===== src/rtl/compute_unit_pipe.sv =====
// Two-stage register-file ALU: decode/operand-fetch register (D), then execute into the output register.
// Latency: result valid one edge after acceptance; 1 instruction/cycle while out_ready=1.
// Backpressure: out_valid & !out_ready holds out_* and D; in_ready drops once D is full.
module compute_unit_pipe #(
    parameter  int DATA_W   = 8,
    parameter  int NUM_REGS = 16,
    localparam int RID_W    = $clog2(NUM_REGS)
) (
    input  logic              clk,
    input  logic              rst_n,
    input  logic              in_valid,
    output logic              in_ready,
    input  logic [3:0]        in_op,
    input  logic [RID_W-1:0]  in_tgt,
    input  logic [RID_W-1:0]  in_src0,
    input  logic [RID_W-1:0]  in_src1,
    input  logic [DATA_W-1:0] in_imm,
    output logic              out_valid,
    input  logic              out_ready,
    output logic [DATA_W-1:0] out_data,
    output logic [RID_W-1:0]  out_tgt,
    output logic              out_zero,
    output logic              out_carry,
    output logic              out_err
);

    localparam logic [3:0] OP_NOP = 4'h0;
    localparam logic [3:0] OP_LD  = 4'h1;
    localparam logic [3:0] OP_ADD = 4'h2;
    localparam logic [3:0] OP_SUB = 4'h3;
    localparam logic [3:0] OP_AND = 4'h4;
    localparam logic [3:0] OP_OR  = 4'h5;
    localparam logic [3:0] OP_NOT = 4'h6;
    localparam logic [3:0] OP_XOR = 4'h7;
    localparam logic [3:0] OP_SHL = 4'h8;
    localparam logic [3:0] OP_SHR = 4'h9;
    localparam logic [3:0] OP_MOV = 4'hA;

    localparam logic [DATA_W-1:0] SH_LIM = DATA_W'(DATA_W);

    logic [DATA_W-1:0] rf [NUM_REGS];

    logic              d_valid;
    logic [3:0]        d_op;
    logic [RID_W-1:0]  d_tgt;
    logic [DATA_W-1:0] d_imm;
    logic [DATA_W-1:0] d_a;
    logic [DATA_W-1:0] d_b;

    logic              advance;
    logic              accept;
    logic              wb_en;
    logic              x_wr;
    logic [DATA_W-1:0] x_res;
    logic              x_carry;
    logic              x_err;
    logic [DATA_W:0]   x_sum;
    logic [DATA_W:0]   x_diff;
    logic              x_sh_big;
    logic [DATA_W-1:0] src0_val;
    logic [DATA_W-1:0] src1_val;

    assign advance  = !out_valid || out_ready;
    assign in_ready = !d_valid || advance;
    assign accept   = in_valid && in_ready;

    always_comb begin
        x_res    = '0;
        x_carry  = 1'b0;
        x_err    = 1'b0;
        x_sum    = {1'b0, d_a} + {1'b0, d_b};
        x_diff   = {1'b0, d_a} - {1'b0, d_b};
        x_sh_big = (d_b >= SH_LIM);
        case (d_op)
            OP_NOP: x_res = '0;
            OP_LD:  x_res = d_imm;
            OP_ADD: begin
                x_res   = x_sum[DATA_W-1:0];
                x_carry = x_sum[DATA_W];
            end
            // The extra MSB of the difference is the unsigned borrow.
            OP_SUB: begin
                x_res   = x_diff[DATA_W-1:0];
                x_carry = x_diff[DATA_W];
            end
            OP_AND: x_res = d_a & d_b;
            OP_OR:  x_res = d_a | d_b;
            OP_NOT: x_res = ~d_a;
            OP_XOR: x_res = d_a ^ d_b;
            OP_SHL: x_res = x_sh_big ? '0 : (d_a << d_b);
            OP_SHR: x_res = x_sh_big ? '0 : (d_a >> d_b);
            OP_MOV: x_res = d_a;
            default: x_err = 1'b1;
        endcase
    end

    assign x_wr  = (d_op >= OP_LD) && (d_op <= OP_MOV);
    assign wb_en = advance && d_valid && x_wr;

    // An instruction accepted on the same edge as a writeback must see the new value.
    assign src0_val = (wb_en && (d_tgt == in_src0)) ? x_res : rf[in_src0];
    assign src1_val = (wb_en && (d_tgt == in_src1)) ? x_res : rf[in_src1];

    always_ff @(posedge clk or negedge rst_n) begin
        if (!rst_n) begin
            for (int i = 0; i < NUM_REGS; i++) begin
                rf[i] <= '0;
            end
        end else if (wb_en) begin
            rf[d_tgt] <= x_res;
        end
    end

    always_ff @(posedge clk or negedge rst_n) begin
        if (!rst_n) begin
            d_valid <= 1'b0;
            d_op    <= '0;
            d_tgt   <= '0;
            d_imm   <= '0;
            d_a     <= '0;
            d_b     <= '0;
        end else if (accept) begin
            d_valid <= 1'b1;
            d_op    <= in_op;
            d_tgt   <= in_tgt;
            d_imm   <= in_imm;
            d_a     <= src0_val;
            d_b     <= src1_val;
        end else if (advance) begin
            d_valid <= 1'b0;
        end
    end

    always_ff @(posedge clk or negedge rst_n) begin
        if (!rst_n) begin
            out_valid <= 1'b0;
            out_data  <= '0;
            out_tgt   <= '0;
            out_zero  <= 1'b0;
            out_carry <= 1'b0;
            out_err   <= 1'b0;
        end else if (advance) begin
            out_valid <= d_valid;
            if (d_valid) begin
                out_data  <= x_res;
                out_tgt   <= d_tgt;
                out_zero  <= (x_res == '0);
                out_carry <= x_carry;
                out_err   <= x_err;
            end
        end
    end

endmodule


===== config.mk =====
export PLATFORM = sky130hd
export DESIGN_NAME = compute_unit_pipe
export DESIGN_NICKNAME = d
export VERILOG_FILES = /design/src/rtl/compute_unit_pipe.sv
export SDC_FILE = /design/constraint.sdc
export NUM_CORES = 1
export LEC_CHECK = 0
export CAP_MARGIN = 20
export CORE_ASPECT_RATIO = 0.9
export CORE_MARGIN = 4
export CORE_UTILIZATION = 40
export DETAILED_ROUTE_END_ITERATION = 8
export PLACE_DENSITY_LB_ADDON = 0.15
export SLEW_MARGIN = 10
export SYNTH_ARGS = -nofsm -noshare
export SYNTH_HDL_FRONTEND = slang
export SYNTH_SLANG_ARGS = --single-unit

===== constraint.sdc =====
create_clock -name clk -period 3.1 [get_ports clk]
set_input_delay 0.62 -clock clk [delete_from_list [all_inputs] [get_ports clk]]
set_output_delay 0.62 -clock clk [all_outputs]
set_load 0.02 [all_outputs]

==> impl_metrics.tcl <==
set metrics [dict create \
    status "finished, final reports clean" \
    tightest_slew_ps 697 \
    initial_utilization 0.407 \
    std_cell_rows 57 \
    syn_area_per_cell_um2 10.7 \
    grt_pass1_wl_um 49400 \
    drc 0 \
    dp_hpwl_um 22400 \
    cp-start-kind "flip-flop" \
    rsz0062_at_grt "false" \
    die_h_um 166 \
    root_buffer "clkbuf_16" \
    cts.sink_count 177 \
    cts_setup_buffers 0 \
    synth_edf_count 0 \
    clock_path_buffers 2 \
    p_per_area_mw_per_mm2 883 \
    critPathCaptureType "flip-flop" \
    reg2reg_to "rf[87]$_DFFE_PN0P_" \
    avgRoutedWirePerCell_um 21.6 \
    die_area_mm2 0.0303 \
    critPathRequiredTime_ps 3410 \
    place_inst 1410 \
    fmax_mhz 351 \
    fin_crit_ps 2850 \
    drv_slew 0 \
    yosysMostFrequentCell "dfrtp_1" \
    cts_tree "yes" \
    grt_pass1_vias 8292 \
    rr_worst_depth 8 \
    place.gp.congestion 0.934 \
    crit_fanout 20 \
    r2r-start "d_b[3]$_DFFE_PN0P_" \
    grt_util_all_layers 0.208 \
    relSlewSlack 0.534 \
    crit_arrival_ps 3160 \
    ys.flop_type "dfrtp_1" \
    fp.dieW_um 183 \
    hold_buffers 0 \
    synth_commonest_cells "177 x dfrtp_1, 110 x nand2_1, 93 x nor2_1" \
    synth_top_area_share 0.401 \
    grt-ovfl-total 0 \
    drt_wl_total_um 31100 \
    min-delay-path-class "in2async" \
    area_growth_pct 15.4 \
    vdd_drop_max_mv 0.507 \
    nets 1131 \
    synthArstFlopShare 1.00 \
    p_leak_uw 0.00536 \
    post_dp_cell_area_mm2 0.0121 \
    coreArea_mm2 0.0271 \
    synth_warnings 0 \
    finClkSkew_ps 18.1 \
    ios 45 \
    grt_max_degree 54 \
    insertion_delay_ps 440 \
    final_area_mm2 0.0127 \
    synthTopCellsByArea "dfrtp_1 40%, mux4_2 17%, mux2_2 4.2%" \
    syn_area_mm2 0.0110 \
    cts.clk_slew.worst_paths_ps 80 \
    max-cap-violations 0 \
    synth_cells 1031 \
    crit_type "reg2reg" \
    vias 8253 \
    cts.htree.levels 4 \
    antenna_found_initial 0 \
    syn_nets 1087 \
    timing.reg2reg.setup_slack_ps 250 \
    ys_seq_area_frac 0.401 \
    io_buffers 44 \
    synth-seq-cells 177 \
    cts_inserted_buffers 17 \
    setup_viol 0 \
    dr.pass1.iters 5 \
    finalSetupTns_ps 0 \
    via_per_inst 5.72 \
    period_share 0.918 \
    final_layout_size_suffix_gt1_frac 0.238 \
    ant_nets 0 \
    final_hold_viol_count 0 \
    first_iter_violations 499 \
    yosysUniqueCellTypes 84 \
    synth_top_cell_by_area "dfrtp_1" \
    antenna_cells 0 \
    stdcell_count 1442 \
]
flip-flops by register name, summed over array words and instances, names as in the netlist, 4 cells and up:
register / cells
d_op: 4
d_b: 8
d_tgt: 4
d_imm: 8
rf: 128
out_tgt: 4
d_a: 8
out_data: 8
cells by family after synthesis:
| family | synth area share |
|---|---|
| AO/OA/AOI/OAI | 0.129 |
| XOR/XNOR | 0.00793 |
| adder cells (fa/ha/maj) | 0.0331 |
| buffers and inverters | 0.0516 |
| flip-flops | 0.401 |
| multiplexers | 0.235 |
| AND/OR/NAND/NOR | 0.142 |
power breakdown:
group	internal [uW]	switching, uW
clock	1190	1140
combinational	2370	2640
sequential	3200	703
total	6770	4480
critical path: stages (launching register included):
cell and delay, ps:
dfrtp_1 440, inv_1 160, ha_2 460, nor2_1 110, and3_1 210, o31ai_1 360
o221ai_1 210, a211o_4 460, mux2_2 300
worst max path at each step:
stage,startpoint,to,slack [ps]
after CTS,d_b[3]$_DFFE_PN0P_,rf[87]$_DFFE_PN0P_,90
after global placement,d_b[3]$_DFFE_PN0P_,rf[23]$_DFFE_PN0P_,210
final,d_b[3]$_DFFE_PN0P_,rf[87]$_DFFE_PN0P_,250
after floorplan,d_b[1]$_DFFE_PN0P_,rf[87]$_DFFE_PN0P_,240
after detailed placement,d_b[3]$_DFFE_PN0P_,rf[55]$_DFFE_PN0P_,110
after global routing,d_b[3]$_DFFE_PN0P_,rf[71]$_DFFE_PN0P_,50
final cells by class:
type | instances | area (um2)
well taps | 354 | 443
clock buffers | 17 | 425
clock inverters | 15 | 230
multi-input cells | 736 | 6060
inverters | 29 | 109
flip-flops and latches | 177 | 4430
repair buffers | 114 | 1050
fillers | 2570 | 14400
cells in the final DEF, fill, tap and decap left out, types with 7 or more instances in the layout:
| cell type | instances |
|---|---|
| mux2i_1 | 27 |
| clkdlybuf4s50_1 | 39 |
| nor3_1 | 9 |
| nor2_1 | 93 |
| clkbuf_16 | 17 |
| nand3b_1 | 9 |
| inv_1 | 28 |
| nand3_1 | 10 |
| a21oi_1 | 82 |
| nand4_1 | 7 |
| o21ai_0 | 75 |
| dfrtp_1 | 177 |
| nor2b_1 | 11 |
| nor3_2 | 8 |
| o21ai_1 | 13 |
| ha_1 | 25 |
| xnor2_1 | 10 |
| mux4_2 | 82 |
| clkinv_8 | 9 |
| nand2_1 | 110 |
| buf_4 | 62 |
| mux2_2 | 41 |
| nand2b_1 | 17 |
| a31oi_1 | 8 |
| buf_12 | 8 |
through the flow:
stage	setup slack [ps]	hold WS, ps	total power (uW)	utilization
detailed placement	112	472	8870	0.446
floorplan	245	324	7320	-
global route	45.6	160	12000	0.470
global placement	211	457	8800	0.446
finish	254	134	11300	0.470
CTS	90.7	166	11200	0.470
what timing repair did:
item / CTS / global route
setup endpoints to repair: 0 / 20
hold endpoints to repair: 0 / 0
resized for setup: 0 / 3
routing by layer:
metal  routed length, um  up-vias  GRT usage
met5                   0        -          0
met4                 436        0     0.0492
met3                1280       30     0.0287
met2               15100      200      0.336
met1               14400     4166      0.299
li1                    -     3857          -
(Power assumes the default switching activity.)
